[config.mk]
export PLATFORM = sky130hd
export DESIGN_NAME = stream_frame_sched
export DESIGN_NICKNAME = d
export VERILOG_FILES = /design/src/rtl/filter_pkg.sv /design/src/rtl/stream_frame_sched_rr_arb2.sv /design/src/rtl/stream_frame_sched.sv
export SDC_FILE = /design/constraint.sdc
export NUM_CORES = 1
export LEC_CHECK = 0
export BUFFER_PORTS_ARGS = -buffer_cell sky130_fd_sc_hd__clkbuf_2
export CAP_MARGIN = 15
export CORE_ASPECT_RATIO = 1.75
export CORE_MARGIN = 2
export CORE_UTILIZATION = 35
export DETAILED_ROUTE_END_ITERATION = 10
export GPL_TIMING_DRIVEN = 0
export PLACE_DENSITY = 0.61
export SETUP_SLACK_MARGIN = 0.2
export SLEW_MARGIN = 0
export SYNTH_ARGS = -nofsm -noshare
export SYNTH_HDL_FRONTEND = slang
export SYNTH_SLANG_ARGS = --single-unit
[constraint.sdc]
create_clock -name clk -period 2.38 [get_ports clk]
set_input_delay 0.238 -clock clk [delete_from_list [all_inputs] [get_ports clk]]
set_output_delay 0.238 -clock clk [all_outputs]
set_load 0.02 [all_outputs]
[src/rtl/filter_pkg.sv]
// filter_pkg: shared constants and state type
// for the stream frame scheduler.
package filter_pkg;

  localparam int BYTE_W        = 8;
  localparam int FRAME_LEN_DEF = 256;

  typedef enum logic [2:0] {
    IDLE,
    ARB,
    FETCH,
    SEND,
    GAP
  } sched_state_t;

endpackage

[src/rtl/stream_frame_sched_rr_arb2.sv]
// rr_arb2: two-requester round-robin arbiter.
// Pointer holds the last granted source.
module rr_arb2 (
  input  logic       clk,
  input  logic       rst,
  input  logic [1:0] req,
  input  logic       update,
  output logic [1:0] gnt
);

  logic last;

  always_comb begin
    gnt = 2'b00;
    unique case (1'b1)
      (req == 2'b01): gnt = 2'b01;
      (req == 2'b10): gnt = 2'b10;
      (req == 2'b11): gnt = last ? 2'b01 : 2'b10;
      default:        gnt = 2'b00;
    endcase
  end

  always_ff @(posedge clk) begin
    if (rst)
      last <= 1'b1;
    else if (update && gnt != 2'b00)
      last <= gnt[1];
  end

endmodule

[src/rtl/stream_frame_sched.sv]
// stream_frame_sched: two-source frame scheduler.
// Optional frame counter: SCHED_FRAME_STATS_EN.
module stream_frame_sched
  import filter_pkg::*;
#(
  parameter int FRAME_LEN  = FRAME_LEN_DEF,
  parameter int GAP_CYCLES = 4
) (
  input  logic              clk,
  input  logic              rst,
  input  logic [1:0]        req,
  output logic [1:0]        grant,
  output logic [7:0]        rd_addr,
  input  logic [BYTE_W-1:0] rd_data0,
  input  logic [BYTE_W-1:0] rd_data1,
  output logic [BYTE_W-1:0] out_data,
  output logic              out_valid,
  input  logic              out_ready,
  output logic              out_last,
  output logic              busy,
  output logic [15:0]       frame_cnt
);

  localparam logic [7:0] LAST =
    8'(FRAME_LEN - 1);
  localparam logic [3:0] GAP_INIT =
    4'((GAP_CYCLES > 0) ? GAP_CYCLES - 1 : 0);

  sched_state_t state;
  logic [7:0]   addr;
  logic [3:0]   gap_cnt;
  logic         sel;
  logic [1:0]   arb_gnt;

  assign busy = (state != IDLE);

  rr_arb2 u_arb (
    .clk    (clk),
    .rst    (rst),
    .req    (req),
    .update (state == ARB),
    .gnt    (arb_gnt)
  );

  // rd_addr runs one byte ahead of out_data so
  // the sync buffer read overlaps the handshake.
  always_ff @(posedge clk) begin
    if (rst) begin
      state     <= IDLE;
      grant     <= 2'b00;
      rd_addr   <= 8'd0;
      addr      <= 8'd0;
      gap_cnt   <= 4'd0;
      sel       <= 1'b0;
      out_data  <= '0;
      out_valid <= 1'b0;
      out_last  <= 1'b0;
    end else begin
      grant <= 2'b00;
      unique case (state)
        IDLE: begin
          if (|req)
            state <= ARB;
        end
        ARB: begin
          if (arb_gnt != 2'b00) begin
            grant   <= arb_gnt;
            sel     <= arb_gnt[1];
            addr    <= 8'd0;
            rd_addr <= 8'd0;
            state   <= FETCH;
          end else begin
            state <= IDLE;
          end
        end
        FETCH: begin
          out_data  <= sel ? rd_data1 : rd_data0;
          out_valid <= 1'b1;
          out_last  <= (addr == LAST);
          if (addr != LAST)
            rd_addr <= addr + 8'd1;
          state <= SEND;
        end
        SEND: begin
          if (out_ready) begin
            out_valid <= 1'b0;
            out_last  <= 1'b0;
            if (out_last) begin
              addr    <= 8'd0;
              rd_addr <= 8'd0;
              if (GAP_CYCLES == 0) begin
                state <= IDLE;
              end else begin
                gap_cnt <= GAP_INIT;
                state   <= GAP;
              end
            end else begin
              addr  <= addr + 8'd1;
              state <= FETCH;
            end
          end
        end
        GAP: begin
          if (gap_cnt == 4'd0)
            state <= IDLE;
          else
            gap_cnt <= gap_cnt - 4'd1;
        end
        default: state <= IDLE;
      endcase
    end
  end

`ifdef SCHED_FRAME_STATS_EN
  logic done;
  assign done = (state == SEND) && out_valid
             && out_ready && out_last;

  always_ff @(posedge clk) begin
    if (rst)
      frame_cnt <= 16'd0;
    else if (done && frame_cnt != 16'hFFFF)
      frame_cnt <= frame_cnt + 16'd1;
  end
`else
  assign frame_cnt = 16'd0;
`endif

endmodule

==> key figures <==
Status
  • Outcome: finished with violations
  • Violated checks: design-rule violations

Global route
  • Total Routing Usage GR: between 10% and 20%
  • Largest net degree at the start of global routing: 12
  • Initial antenna violation count: 0
  • First-pass GRT wire length: ~6700 um
  • Vias in the first global route: approximately 1,500
  • Remaining Overflow, GRT: 0

Pwr
  • Internal power: 1.069 mW
  • Sequential share of power: ~45%
  • Leak pwr: just under 1 nW
  • Overall power: 1.442 mW
  • Max VDD drop: 0.4924 mV
  • Switching power of the nets: 0.3732 mW
  • Pwr/cell area: about 630 nW/um^2
  • Switch share: between 20 and 30%
  • Clock power share: between 30% and 40%
  • Part of the power in combinational logic: between 10% and 20%

Place
  • Hpwl dp: around 3300 um
  • IO Port Bufs: 40
  • Routability cong.: between 0.8 and 0.9

Synth
  • Top cell type's share of synthesized area: about two fifths
  • Mapped Area: 1848 um^2
  • Sequential fraction of the synthesis area: about two fifths
  • Number of synthesized flops with an enable pin: 0
  • Cell variety after synth: 41
  • Yosys Warn Count: 0
  • Cells after synthesis: between 200 and 250
  • Avg Inst Size Synth: 8.177 um^2
  • Synth Register Bits: 37
  • Async SR Flop Fraction: 0%
  • Top_reg_cell synth: dfxtp_1
  • Synth cell count leaders: dfxtp_1, nor2_1, a21oi_1
  • Ranking of synthesized cells by area: dfxtp_1, nor2_1, buf_4
  • Most numerous cell in the Yosys netlist: dfxtp_1
  • Area leader, netlist: dfxtp_1

Clock tree
  • # clock sinks: 37
  • Root Driver: clkbuf_8
  • Clock transition at the registers of the reported paths: ~0.08 ns
  • Setup bufs post-CTS: 0
  • Worst-Skew Late Latency: around 0.30 ns
  • CTS Buf Count: 5
  • Cts hold-fix bufs: 0
  • H-tree depth: 2
  • CTS Buffer Depth: 2
  • TritonCTS clock tree: yes

STA
  • Final TNS setup: 0 ns
  • Fin Hold WS: around 0.26 ns
  • Min Clock Period, post-route: roughly 2 ns
  • Period utilisation layout: 84.92%
  • RSZ-0062 raised after global routing: false
  • Relative slew slack: around three fifths
  • Final Slew Violations: 0
  • Final setup fails: 0
  • Fin Clk Skew: between 0.008 and 0.009 ns
  • Achievable Freq: 0.4948 GHz
  • Least-Margin Pin Slew: 0.6027 ns
  • Final Hold Fails: 0

Setup path
  • Max stage delay on crit path: roughly 0.43 ns
  • Worst EP arrival: between 2 and 2.5 ns
  • Startpoint class of the critical path: flip-flop
  • Critical-path top delay cell: a2111o_1
  • CP Max Fanout: 10
  • Crit-path cells: ha_1 -> nand3_2 -> nor2_1 -> a2111o_1 -> buf_6 -> or3_1 -> a21oi_1
  • R2R Setup Slk: around 0.36 ns
  • FF-to-FF End: rd_addr[5]
  • CP endpoint kind: flip-flop
  • R2R depth: 7
  • WP data required: roughly 2.6 ns
  • Origin of the worst setup path: addr[0]
  • R2R Path Start: addr[0]
  • WS Path Type: flip-flop to flip-flop

Detailed routing
  • First-pass DRT Iterations: 7
  • Routed wire per std cell: ~13 um
  • First-iteration detailed-routing DRC count: 38
  • Final WL: approximately 4300 um
  • Drc violations: 2
  • Final ANT Viol Nets: 0
  • Via count: about 1,700
  • DR vias/cell: between 4 and 5

Finish
  • Util after Layout: between 40% and 50%
  • Layout area overhead: 24.17%
  • Antenna fix cells: 0
  • Fin nets: 311
  • Layout cells sized above 1: 23.88%
  • Fillers: 539

Hold path
  • Hold Path Cell Cnt: 3
  • WHS Endpoint: grant[0]
  • Hold path start: req[0]
  • HP Class: input port to flip-flop

Floorplanning
  • Die W: 58.93 um
  • Std-Cell Rows: 35
  • Initial core utilization: 35.76%
  • DIE AREA: approximately 6000 um^2
  • Io pins: 58
  • Core box area: 5167 um^2
  • Die H: between 100 and 150 um

Run
  • Max cap viols: 0
==> worst max-delay path: cells and delay by family, from the launching register on <==
kind | cells | cell delay (ns)
DFF | 1 | 0.37
AOI/OAI and AO/OA | 2 | 0.56
adders and majority gates | 1 | 0.27
and+or+nand+nor | 3 | 0.59
buffers and inverters | 1 | 0.16
==> placed cells by master, fill, tap and decap left out, drive strengths merged, types with 3 or more instances in the layout <==
cell type  Yosys  final
clkbuf         8     55
dfxtp         37     37
nor2          35     35
a21oi         21     21
buf           20     20
conb           1     16
nand2         15     15
mux2i          9      9
or3            8      8
a211oi         8      8
o21ai          8      8
inv            6      6
nor2b          6      6
nand3          5      5
or4            4      4
xnor2          3      3
a22oi          3      3
nor3           3      3
xor2           3      3
==> kinds of logic (layout without fill, tap and decap cells) <==
family	Yosys count	in the layout	synth area share, %
xor gates and xnor gates	6	6	2.844
AOI/OAI and AO/OA	48	48	15.91
adders and majority gates	2	2	1.354
muxes	9	9	4.875
DFF	37	37	40.08
buffers and inverters	34	82	10.90
and+or+nand+nor	89	89	23.83
other	1	16	0.2029
==> area by class of cell <==
class                   count  area, um^2  share of cell area [%]
flip-flops and latches     37       740.7                   32.28
inverters                   6       22.52                  0.9815
clock buffers               7       86.33                   3.762
plain buffers              28       178.9                   7.797
clock inverters             1       30.03                   1.309
repair buffers             40       200.2                   8.724
multi-input cells         170       967.2                   42.15
well taps                  55       68.82                   2.999
==> state kept, by name, summed over array words and instances (netlist names), 2 cells and up <==
name and cells:
out_data 8, gap_cnt 4, grant 2, addr 8
rd_addr 8, state 3
==> through the flow <==
step / area, um^2 / setup slack (ns) / instances
2_1_floorplan: 1904 / 0.4880 / 241
3_3_place_gp: 2173 / 0.2967 / 336
3_5_place_dp: 2173 / 0.2814 / 336
4_1_cts: 2290 / 0.2539 / 344
5_1_grt: 2295 / 0.2207 / 344
6_report: 2295 / 0.3589 / 344
==> routing by layer <==
metal / vias up / routed length (um) / GRT usage (%)
met5: - / 0 / 0
met4: 0 / 136 / 8.042
met3: 12 / 249 / 3.351
li1: 874 / - / -
met1: 761 / 1607 / 16.06
met2: 55 / 2313 / 25.98
==> power by group through the flow <==
stage               combinational (mW)  clock [mW]  sequential (mW)
floorplan                        0.146           0            0.683
global placement                 0.228           0            0.665
detailed placement               0.229           0            0.665
CTS                              0.230       0.578            0.651
global route                     0.248       0.598            0.654
finish                           0.228       0.563            0.651
==> worst max-delay path by stage <==
| stage | end | slack (ns) | cells after the start |
|---|---|---|---|
| 2_1_floorplan | rd_addr[5] | 0.49 | 7 |
| 3_3_place_gp | rd_addr[5] | 0.30 | 7 |
| 3_5_place_dp | rd_addr[5] | 0.28 | 7 |
| 4_1_cts | rd_addr[5] | 0.25 | 7 |
| 5_1_grt | state[0] | 0.22 | 6 |
| 6_report | rd_addr[5] | 0.36 | 7 |
==> timing repair <==
action	CTS	global route
setup endpoints to repair	0	2
gates resized for setup	0	1
endpoints found under the hold margin	0	0
(Power assumes the default switching activity.)
